File: src/rtl/ula_pkg.sv
// Shared widths, ULA opcodes, operand-select encodings and the ID/EX payload.
package ula_pkg;

    localparam int unsigned XLEN    = 32;
    localparam int unsigned RA_W    = 5;
    localparam int unsigned SHAMT_W = 5;
    localparam int unsigned OP_W    = 4;

    localparam logic [OP_W-1:0] OP_ADD  = 4'd0;
    localparam logic [OP_W-1:0] OP_SUB  = 4'd1;
    localparam logic [OP_W-1:0] OP_AND  = 4'd2;
    localparam logic [OP_W-1:0] OP_OR   = 4'd3;
    localparam logic [OP_W-1:0] OP_XOR  = 4'd4;
    localparam logic [OP_W-1:0] OP_NOR  = 4'd5;
    localparam logic [OP_W-1:0] OP_SLT  = 4'd6;
    localparam logic [OP_W-1:0] OP_SLTU = 4'd7;
    localparam logic [OP_W-1:0] OP_SLL  = 4'd8;
    localparam logic [OP_W-1:0] OP_SRL  = 4'd9;
    localparam logic [OP_W-1:0] OP_SRA  = 4'd10;
    localparam logic [OP_W-1:0] OP_LUI  = 4'd11;

    localparam logic A_SEL_RS    = 1'b0;
    localparam logic A_SEL_SHAMT = 1'b1;
    localparam logic B_SEL_RT    = 1'b0;
    localparam logic B_SEL_IMM   = 1'b1;

    typedef struct packed {
        logic [XLEN-1:0]    rs_data;
        logic [XLEN-1:0]    rt_data;
        logic [XLEN-1:0]    imm;
        logic [SHAMT_W-1:0] shamt;
        logic [OP_W-1:0]    op;
        logic               a_sel;
        logic               b_sel;
        logic [RA_W-1:0]    rs;
        logic [RA_W-1:0]    rt;
        logic [RA_W-1:0]    rd;
        logic               reg_write;
        logic               mem_read;
        logic               mem_write;
    } id_ex_entry_t;

endpackage

File: src/rtl/fwd_mux.sv
// One operand's forwarding select: EX/MEM beats MEM/WB, register 0 never forwarded.
module fwd_mux
    import ula_pkg::*;
(
    input  logic [RA_W-1:0] src,
    input  logic [XLEN-1:0] reg_val,
    input  logic            exmem_reg_write,
    input  logic [RA_W-1:0] exmem_rd,
    input  logic [XLEN-1:0] exmem_result,
    input  logic            memwb_reg_write,
    input  logic [RA_W-1:0] memwb_rd,
    input  logic [XLEN-1:0] memwb_result,
    output logic [XLEN-1:0] operand_c
);

    logic src_nz;
    assign src_nz = (src != '0);

    always_comb begin
        operand_c = reg_val;
        if (exmem_reg_write && (exmem_rd == src) && src_nz) begin
            operand_c = exmem_result;
        end else if (memwb_reg_write && (memwb_rd == src) && src_nz) begin
            operand_c = memwb_result;
        end
    end

endmodule

File: src/rtl/id_ex_reg.sv
// ID/EX pipeline register feeding the ULA: handshake, flush, load-use bubble, forwarding.
// Optional perf counters enabled by defining ID_EX_PERF_EN.
module id_ex_reg
    import ula_pkg::*;
(
    input  logic               clk,
    input  logic               rst_n,
    input  logic               in_valid,
    output logic               in_ready,
    input  logic [XLEN-1:0]    id_rs_data,
    input  logic [XLEN-1:0]    id_rt_data,
    input  logic [XLEN-1:0]    id_imm,
    input  logic [SHAMT_W-1:0] id_shamt,
    input  logic [OP_W-1:0]    id_op,
    input  logic               id_a_sel,
    input  logic               id_b_sel,
    input  logic [RA_W-1:0]    id_rs,
    input  logic [RA_W-1:0]    id_rt,
    input  logic [RA_W-1:0]    id_rd,
    input  logic               id_uses_rt,
    input  logic               id_reg_write,
    input  logic               id_mem_read,
    input  logic               id_mem_write,
    input  logic               flush,
    input  logic               exmem_reg_write,
    input  logic [RA_W-1:0]    exmem_rd,
    input  logic [XLEN-1:0]    exmem_result,
    input  logic               memwb_reg_write,
    input  logic [RA_W-1:0]    memwb_rd,
    input  logic [XLEN-1:0]    memwb_result,
    input  logic               ex_ready,
    output logic               ex_valid,
    output logic [XLEN-1:0]    ex_in1,
    output logic [XLEN-1:0]    ex_in2,
    output logic [OP_W-1:0]    ex_op,
    output logic [XLEN-1:0]    ex_store_data,
    output logic [RA_W-1:0]    ex_rd,
    output logic               ex_reg_write,
    output logic               ex_mem_read,
    output logic               ex_mem_write,
    output logic               load_use_stall
`ifdef ID_EX_PERF_EN
    ,
    output logic [31:0]        perf_stall_cnt,
    output logic [31:0]        perf_flush_cnt,
    output logic [31:0]        perf_bubble_cnt
`endif
);

    logic         valid_q;
    id_ex_entry_t entry_q;
    id_ex_entry_t entry_d;
    logic         hazard_c;
    logic         capture_c;
    logic [XLEN-1:0] fwd_rs_c;
    logic [XLEN-1:0] fwd_rt_c;

    // Stalled consumer waits one cycle while the load leaves; the re-check then sees a bubble.
    assign hazard_c = valid_q && entry_q.mem_read && entry_q.reg_write && (entry_q.rd != '0)
                      && in_valid
                      && ((id_rs == entry_q.rd) || (id_uses_rt && (id_rt == entry_q.rd)));

    assign in_ready  = (!valid_q || ex_ready) && !hazard_c;
    assign capture_c = in_valid && in_ready && !flush && !hazard_c;

    always_comb begin
        entry_d           = '0;
        entry_d.rs_data   = id_rs_data;
        entry_d.rt_data   = id_rt_data;
        entry_d.imm       = id_imm;
        entry_d.shamt     = id_shamt;
        entry_d.op        = id_op;
        entry_d.a_sel     = id_a_sel;
        entry_d.b_sel     = id_b_sel;
        entry_d.rs        = id_rs;
        entry_d.rt        = id_rt;
        entry_d.rd        = id_rd;
        entry_d.reg_write = id_reg_write;
        entry_d.mem_read  = id_mem_read;
        entry_d.mem_write = id_mem_write;
    end

    // Flush > capture > drain; payload only changes on capture.
    always_ff @(posedge clk or negedge rst_n) begin
        if (!rst_n) begin
            valid_q <= 1'b0;
            entry_q <= '0;
        end else if (flush) begin
            valid_q <= 1'b0;
        end else if (capture_c) begin
            valid_q <= 1'b1;
            entry_q <= entry_d;
        end else if (valid_q && ex_ready) begin
            valid_q <= 1'b0;
        end
    end

    fwd_mux u_fwd_rs (
        .src             (entry_q.rs),
        .reg_val         (entry_q.rs_data),
        .exmem_reg_write (exmem_reg_write),
        .exmem_rd        (exmem_rd),
        .exmem_result    (exmem_result),
        .memwb_reg_write (memwb_reg_write),
        .memwb_rd        (memwb_rd),
        .memwb_result    (memwb_result),
        .operand_c       (fwd_rs_c)
    );

    fwd_mux u_fwd_rt (
        .src             (entry_q.rt),
        .reg_val         (entry_q.rt_data),
        .exmem_reg_write (exmem_reg_write),
        .exmem_rd        (exmem_rd),
        .exmem_result    (exmem_result),
        .memwb_reg_write (memwb_reg_write),
        .memwb_rd        (memwb_rd),
        .memwb_result    (memwb_result),
        .operand_c       (fwd_rt_c)
    );

    assign ex_valid       = valid_q;
    assign ex_in1         = (entry_q.a_sel == A_SEL_SHAMT) ? XLEN'(entry_q.shamt) : fwd_rs_c;
    assign ex_in2         = (entry_q.b_sel == B_SEL_IMM) ? entry_q.imm : fwd_rt_c;
    assign ex_store_data  = fwd_rt_c;
    assign ex_op          = entry_q.op;
    assign ex_rd          = entry_q.rd;
    assign ex_reg_write   = valid_q && entry_q.reg_write;
    assign ex_mem_read    = valid_q && entry_q.mem_read;
    assign ex_mem_write   = valid_q && entry_q.mem_write;
    assign load_use_stall = hazard_c;

`ifdef ID_EX_PERF_EN
    // Saturating event counters.
    always_ff @(posedge clk or negedge rst_n) begin
        if (!rst_n) begin
            perf_stall_cnt  <= '0;
            perf_flush_cnt  <= '0;
            perf_bubble_cnt <= '0;
        end else begin
            if (hazard_c && (perf_stall_cnt != '1)) begin
                perf_stall_cnt <= perf_stall_cnt + 32'd1;
            end
            if (flush && valid_q && (perf_flush_cnt != '1)) begin
                perf_flush_cnt <= perf_flush_cnt + 32'd1;
            end
            if (!valid_q && ex_ready && (perf_bubble_cnt != '1)) begin
                perf_bubble_cnt <= perf_bubble_cnt + 32'd1;
            end
        end
    end
`endif

endmodule
File: config.mk
export PLATFORM = sky130hd
export DESIGN_NAME = id_ex_reg
export DESIGN_NICKNAME = d
export VERILOG_FILES = /design/src/rtl/ula_pkg.sv /design/src/rtl/fwd_mux.sv /design/src/rtl/id_ex_reg.sv
export SDC_FILE = /design/constraint.sdc
export NUM_CORES = 1
export LEC_CHECK = 0
export ABC_AREA = 0
export BUFFER_PORTS_ARGS = -buffer_cell sky130_fd_sc_hd__buf_4
export CORE_AREA = 2 2 133 135
export CTS_BUF_LIST = sky130_fd_sc_hd__clkbuf_2
export CTS_CLUSTER_DIAMETER = 200
export DETAILED_ROUTE_END_ITERATION = 6
export DIE_AREA = 0 0 135 137
export GPL_TIMING_DRIVEN = 1
export MAX_ROUTING_LAYER = met4
export PLACE_DENSITY_LB_ADDON = 0.05
export SYNTH_ARGS = -nofsm -noshare
export SYNTH_HDL_FRONTEND = slang
export SYNTH_SLANG_ARGS = --single-unit
File: constraint.sdc
create_clock -name clk -period 2.3 [get_ports clk]
set_input_delay 0.46 -clock clk [delete_from_list [all_inputs] [get_ports clk]]
set_output_delay 0.46 -clock clk [all_outputs]
set_load 0.1 [all_outputs]
==> out/metrics.yaml, run 1 <==
rows: 48
synthTopCellsByArea: "dfrtp_1 42%, mux2_2 11%, mux2_4 10%, mux2i_1 7.9%, a221oi_1 4.2%"
synth.avg_cell_area_um2: 11.56
cts_buffers: 17
htree_levels: 4
synth-seq-cells: 126
synth_edf_count: 0
worstEndpointType: "top-level output"
io_pins: 318
synthesis.nets: 855
pre_cts_slack_ns: -0.5779
cts.sinks: 126
ys_types: 39
root_buffer: "clkbuf_2"
syn_inst: 648
synth_top_cell_area_share_pct: 42.09
grt_repair_worst_endpoint: "ex_store_data[21]"
dp_hpwl_um: 20100
clockBufferDepth: 2
gp_congestion: 0.9332
die_width_um: 135
ys_warn_count: 0
error: "[ERROR DPL-0038] Utilization greater than 100%, impossible to legalize"
lastStage: "global routing"
yosysTopAreaCell: "dfrtp_1"
start_util_pct: 43.92
synth-main-ff-cell: "dfrtp_1"
ys_seq_area_share_pct: 42.09
status: "aborted with a tool error"
dieHeight_um: 137
grt_max_degree: 127
syn_area_mm2: 0.007491
synthArstFlopShare_pct: 100.0
numPortBuffers: 317
==> per-stage QoR <==
stage / util [%] / area, um^2 / hold WS, ns / cells
3_5_place_dp: 74.39 / 12690 / 0.4925 / 1253
4_1_cts: 92.99 / 15860 / 0.3610 / 1436
2_1_floorplan: - / 9412 / 0.1644 / 648
3_3_place_gp: 74.39 / 12690 / 0.4853 / 1253
==> cell usage after synthesis (19+ instances only) <==
| cell | count |
|---|---|
| nor2_1 | 35 |
| mux2_2 | 75 |
| nor3_1 | 36 |
| inv_1 | 36 |
| dfrtp_1 | 126 |
| a221oi_1 | 36 |
| clkbuf_1 | 22 |
| a21oi_1 | 34 |
| xor2_1 | 24 |
| mux2i_1 | 59 |
| mux2_4 | 50 |
| buf_4 | 19 |
| o2bb2ai_1 | 27 |
==> what timing repair did <==
item                       4_1_cts
hold endpoints to repair       252
setup endpoints to repair      121
hold buffers                   128
resized for setup              288
pin swaps                       29
gates cloned                     7
buffers inserted                16
==> cell families after synthesis <==
| kind of cell | share of synthesized area [%] |
|---|---|
| muxes | 29.18 |
| DFF | 42.09 |
| xor gates and xnor gates | 3.274 |
| AOI/OAI and AO/OA | 11.22 |
| buffers and inverters | 7.132 |
| and+or+nand+nor | 7.099 |
==> run 2: changes to the inputs <==
Settings changed: CORE_AREA 2 2 133 135 to 2 2 140 142, CTS_BUF_LIST sky130_fd_sc_hd__clkbuf_2 to not set, CTS_CLUSTER_DIAMETER 200 to not set, DIE_AREA 0 0 135 137 to 0 0 142 144, MAX_ROUTING_LAYER met4 to not set, PLACE_DENSITY_LB_ADDON 0.05 to 0.15.
Clock period 2.3 ns to 3 ns, I/O delays scaled along.
==> run 2 against run 1 <==
Against the previous run: the flow now finishes, with violations (negative setup slack); synthesized area unchanged; synthesized cell count stayed put.
==> out/metrics.yaml, run 2 <==
powerDensity_mw_per_mm2: 733.3
rsz0062_at_grt: "true"
dr.pass1.iters: 4
synth_top_family_by_area: "multiplexers"
path_buf_inv: 3
p_clk_share_pct: 20.0
fmaxAchievable_mhz: 308.4
start_util_pct: 39.26  # -4.7 points
synthMuxAreaShare_pct: 29.18  # unchanged
antenna_found_initial: 0
power.total_uw: 10910
antenna_cells_inserted: 0
numPortBuffers: 317  # unchanged
r2r-start: "ex_rd[1]$_DFFE_PN0P_"
dieArea_mm2: 0.02045
finalSetupViolCount: 95
root_buffer: "clkbuf_16"
yosys.area_share.simple_pct: 7.099  # unchanged
cts.sinks: 126  # unchanged
setup_ws_ns: -0.2423
period_share_pct: 108.1
placed_cells: 1203  # -4.0%
reg2reg_to: "entry_q[79]$_DFFE_PN0P_"
largest_reg_flops: 116
wl_per_cell_um: 22.35
clk_latency_ns: 0.42
min_path_type: "in -> async"
die_width_um: 142  # +5.2%
synth_compound_area_share_pct: 11.22  # unchanged
synthArstFlopShare_pct: 100.0  # unchanged
pre_cts_slack_ns: -0.05355  # +0.5244 ns
final_nets: 1217
rr_worst_depth: 5
ys_warn_count: 0  # unchanged
end_kind: "output port"
totalWireLength_um: 28190
synth-seq-cells: 126  # unchanged
period_needed_ns: 3.242
syn_inst: 648  # unchanged
cts_tree: "yes"
grt_use_total_pct: 26.76
multi_input_area_mm2: 0.006073
synthAdderAreaFrac_pct: 0  # unchanged
drive_gt1_share_pct: 74.10
crit_top_cell: "buf_4"
viasPerCell: 5.444
critical_path_class: "reg -> out"
synth-main-ff-cell: "dfrtp_1"
ant_nets: 0
pwr-share-comb_pct: 58.9
core_area_mm2: 0.01908
holdBufCountCts: 0  # -100%
cp.required_ns: 2.40
grt_pass1_wl_um: 41670
ys_types: 39  # unchanged
ys_seq_area_share_pct: 42.09  # unchanged
hold_violations: 0
p_leak_uw: 0.006321
first_iter_violations: 204
rows: 51  # +6.3%
p_switching_uw: 4984
status: "complete, but fails checks"
tightest_slew_ns: 0.5405
reg2reg_slack_ns: 0.43
cp_cell_sequence: "nor4_4 -> nor3_2 -> o2111ai_4 -> buf_12 -> mux2i_2 -> buf_4 -> a21oi_4 -> buf_4"
final_cell_mix: "260 x buf_4, 121 x dfrtp_1, 115 x buf_12"
clockBufferDepth: 2  # unchanged
swShare_pct: 45.69
vias: 6865
place_area_mm2: 0.01203  # -5.2%
cts_buffers: 17  # unchanged
p_seq_share_pct: 21.0
regArea_mm2: 0.003162
synth-xor-area-share_pct: 3.274  # unchanged
synth.most_common_cell: "dfrtp_1"
synthTopCellsByCount: "126 x dfrtp_1, 75 x mux2_2, 59 x mux2i_1"
synth_edf_count: 0  # unchanged
io_pins: 318  # unchanged
layout_commonest_cell: "buf_4"
crit_path_top_delay_cell: "dfrtp_2"
critPathArrivalTime_ns: 2.64
synth.avg_cell_area_um2: 11.56  # unchanged
syn_to_final_growth_pct: 98.60
regMostFlops: "entry_q"
final_area_mm2: 0.01488
critPathMaxStageDelay_ns: 0.46
final_max_slew_viol_count: 0
crit_family: "buffers and inverters"
fillCellCount: 1091
drc: 0
layout.cells.non_filler: 1261
worstPathMaxFanout: 13
gp_congestion: 0.8369  # -10%
ir_drop_v: 0.0005147
violations: "negative setup slack"
grt_overflow: 0
synth_top_cell_area_share_pct: 42.09  # unchanged
cts.clk_slew.worst_paths_ns: 0.06
synthesis.nets: 855  # unchanged
dieHeight_um: 144  # +5.1%
yosysTopAreaCell: "dfrtp_1"
syn_area_mm2: 0.007491  # unchanged
setup_tns_ns: -11.51
relSlewSlack_pct: 63.97
synthTopCellsByArea: "dfrtp_1 42%, mux2_2 11%, mux2_4 10%, mux2i_1 7.9%, a221oi_1 4.2%"
dp_hpwl_um: 18360  # -8.7%
drv_cap: 0
clock_skew_ns: 0.01328
start_kind: "register"
grt_pass1_vias: 7455
htree_levels: 4  # unchanged
grt_max_degree: 54
p_int_uw: 5925
run 2: metal layers:
layer,up-vias,share of wire [%],global-route usage (%)
met5,-,0,0
met4,0,2.9,9.579
met3,49,5.6,6.821
met2,272,52,46.86
met1,3439,39,31.96
li1,3105,-,-
run 2: area by class of cell:
cell class / count / share of cell area [%]
Tap cell: 238 / 2.002
Timing Repair Buffer: 400 / 30.85
Multi-Input combinational cell: 429 / 40.82
Inverter: 36 / 0.9083
Sequential cell: 126 / 21.25
Clock inverter: 14 / 1.211
Clock buffer: 18 / 2.952
run 2: what timing repair did:
action / in CTS / in global routing
gates cloned: 6 / 2
pin swaps: 24 / 18
gates resized for setup: 310 / 129
endpoints found under the setup margin: 96 / 96
buffers inserted: 14 / 13
run 2: worst max-delay path by stage:
| stage | from | slack, ns | cells after the start | end |
|---|---|---|---|---|
| 3_3_place_gp | memwb_rd[2] | -0.02 | 9 | ex_in1[8] |
| 6_report | entry_q[8]$_DFFE_PN0P_ | -0.24 | 8 | ex_store_data[5] |
| 2_1_floorplan | ex_valid$_DFFE_PN0P_ | -0.35 | 4 | in_ready |
| 4_1_cts | entry_q[12]$_DFFE_PN0P_ | -0.23 | 10 | ex_in2[24] |
| 3_5_place_dp | memwb_rd[2] | -0.05 | 9 | ex_in1[27] |
| 5_1_grt | entry_q[8]$_DFFE_PN0P_ | -0.35 | 8 | ex_store_data[5] |
run 2: logic make-up (layout without fill, tap and decap cells):
kind of cell / after synthesis / count (layout)
multiplexers: 184 / 184
flip-flops: 126 / 126
buffers and inverters: 93 / 468
AO/OA/AOI/OAI: 111 / 111
XOR/XNOR: 28 / 28
AND/OR/NAND/NOR: 106 / 106
run 2: through the flow:
stage	utilization, %	hold slack (ns)
5_1_grt	77.97	0.1596
2_1_floorplan	-	0.3044
6_report	77.97	0.1375
3_5_place_dp	63.07	0.4933
3_3_place_gp	63.07	0.4823
4_1_cts	74.86	0.1428
run 2: power by group through the flow:
stage / Sequential [uW] / Combinational (uW) / Clock [uW]
2_1_floorplan: 2160 / 4150 / 0
6_report: 2290 / 6430 / 2180
5_1_grt: 2330 / 6620 / 2310
3_5_place_dp: 2250 / 5240 / 0
3_3_place_gp: 2250 / 5200 / 0
4_1_cts: 2260 / 6170 / 2220
No activity file was read; power rests on OpenSTA's default activity.
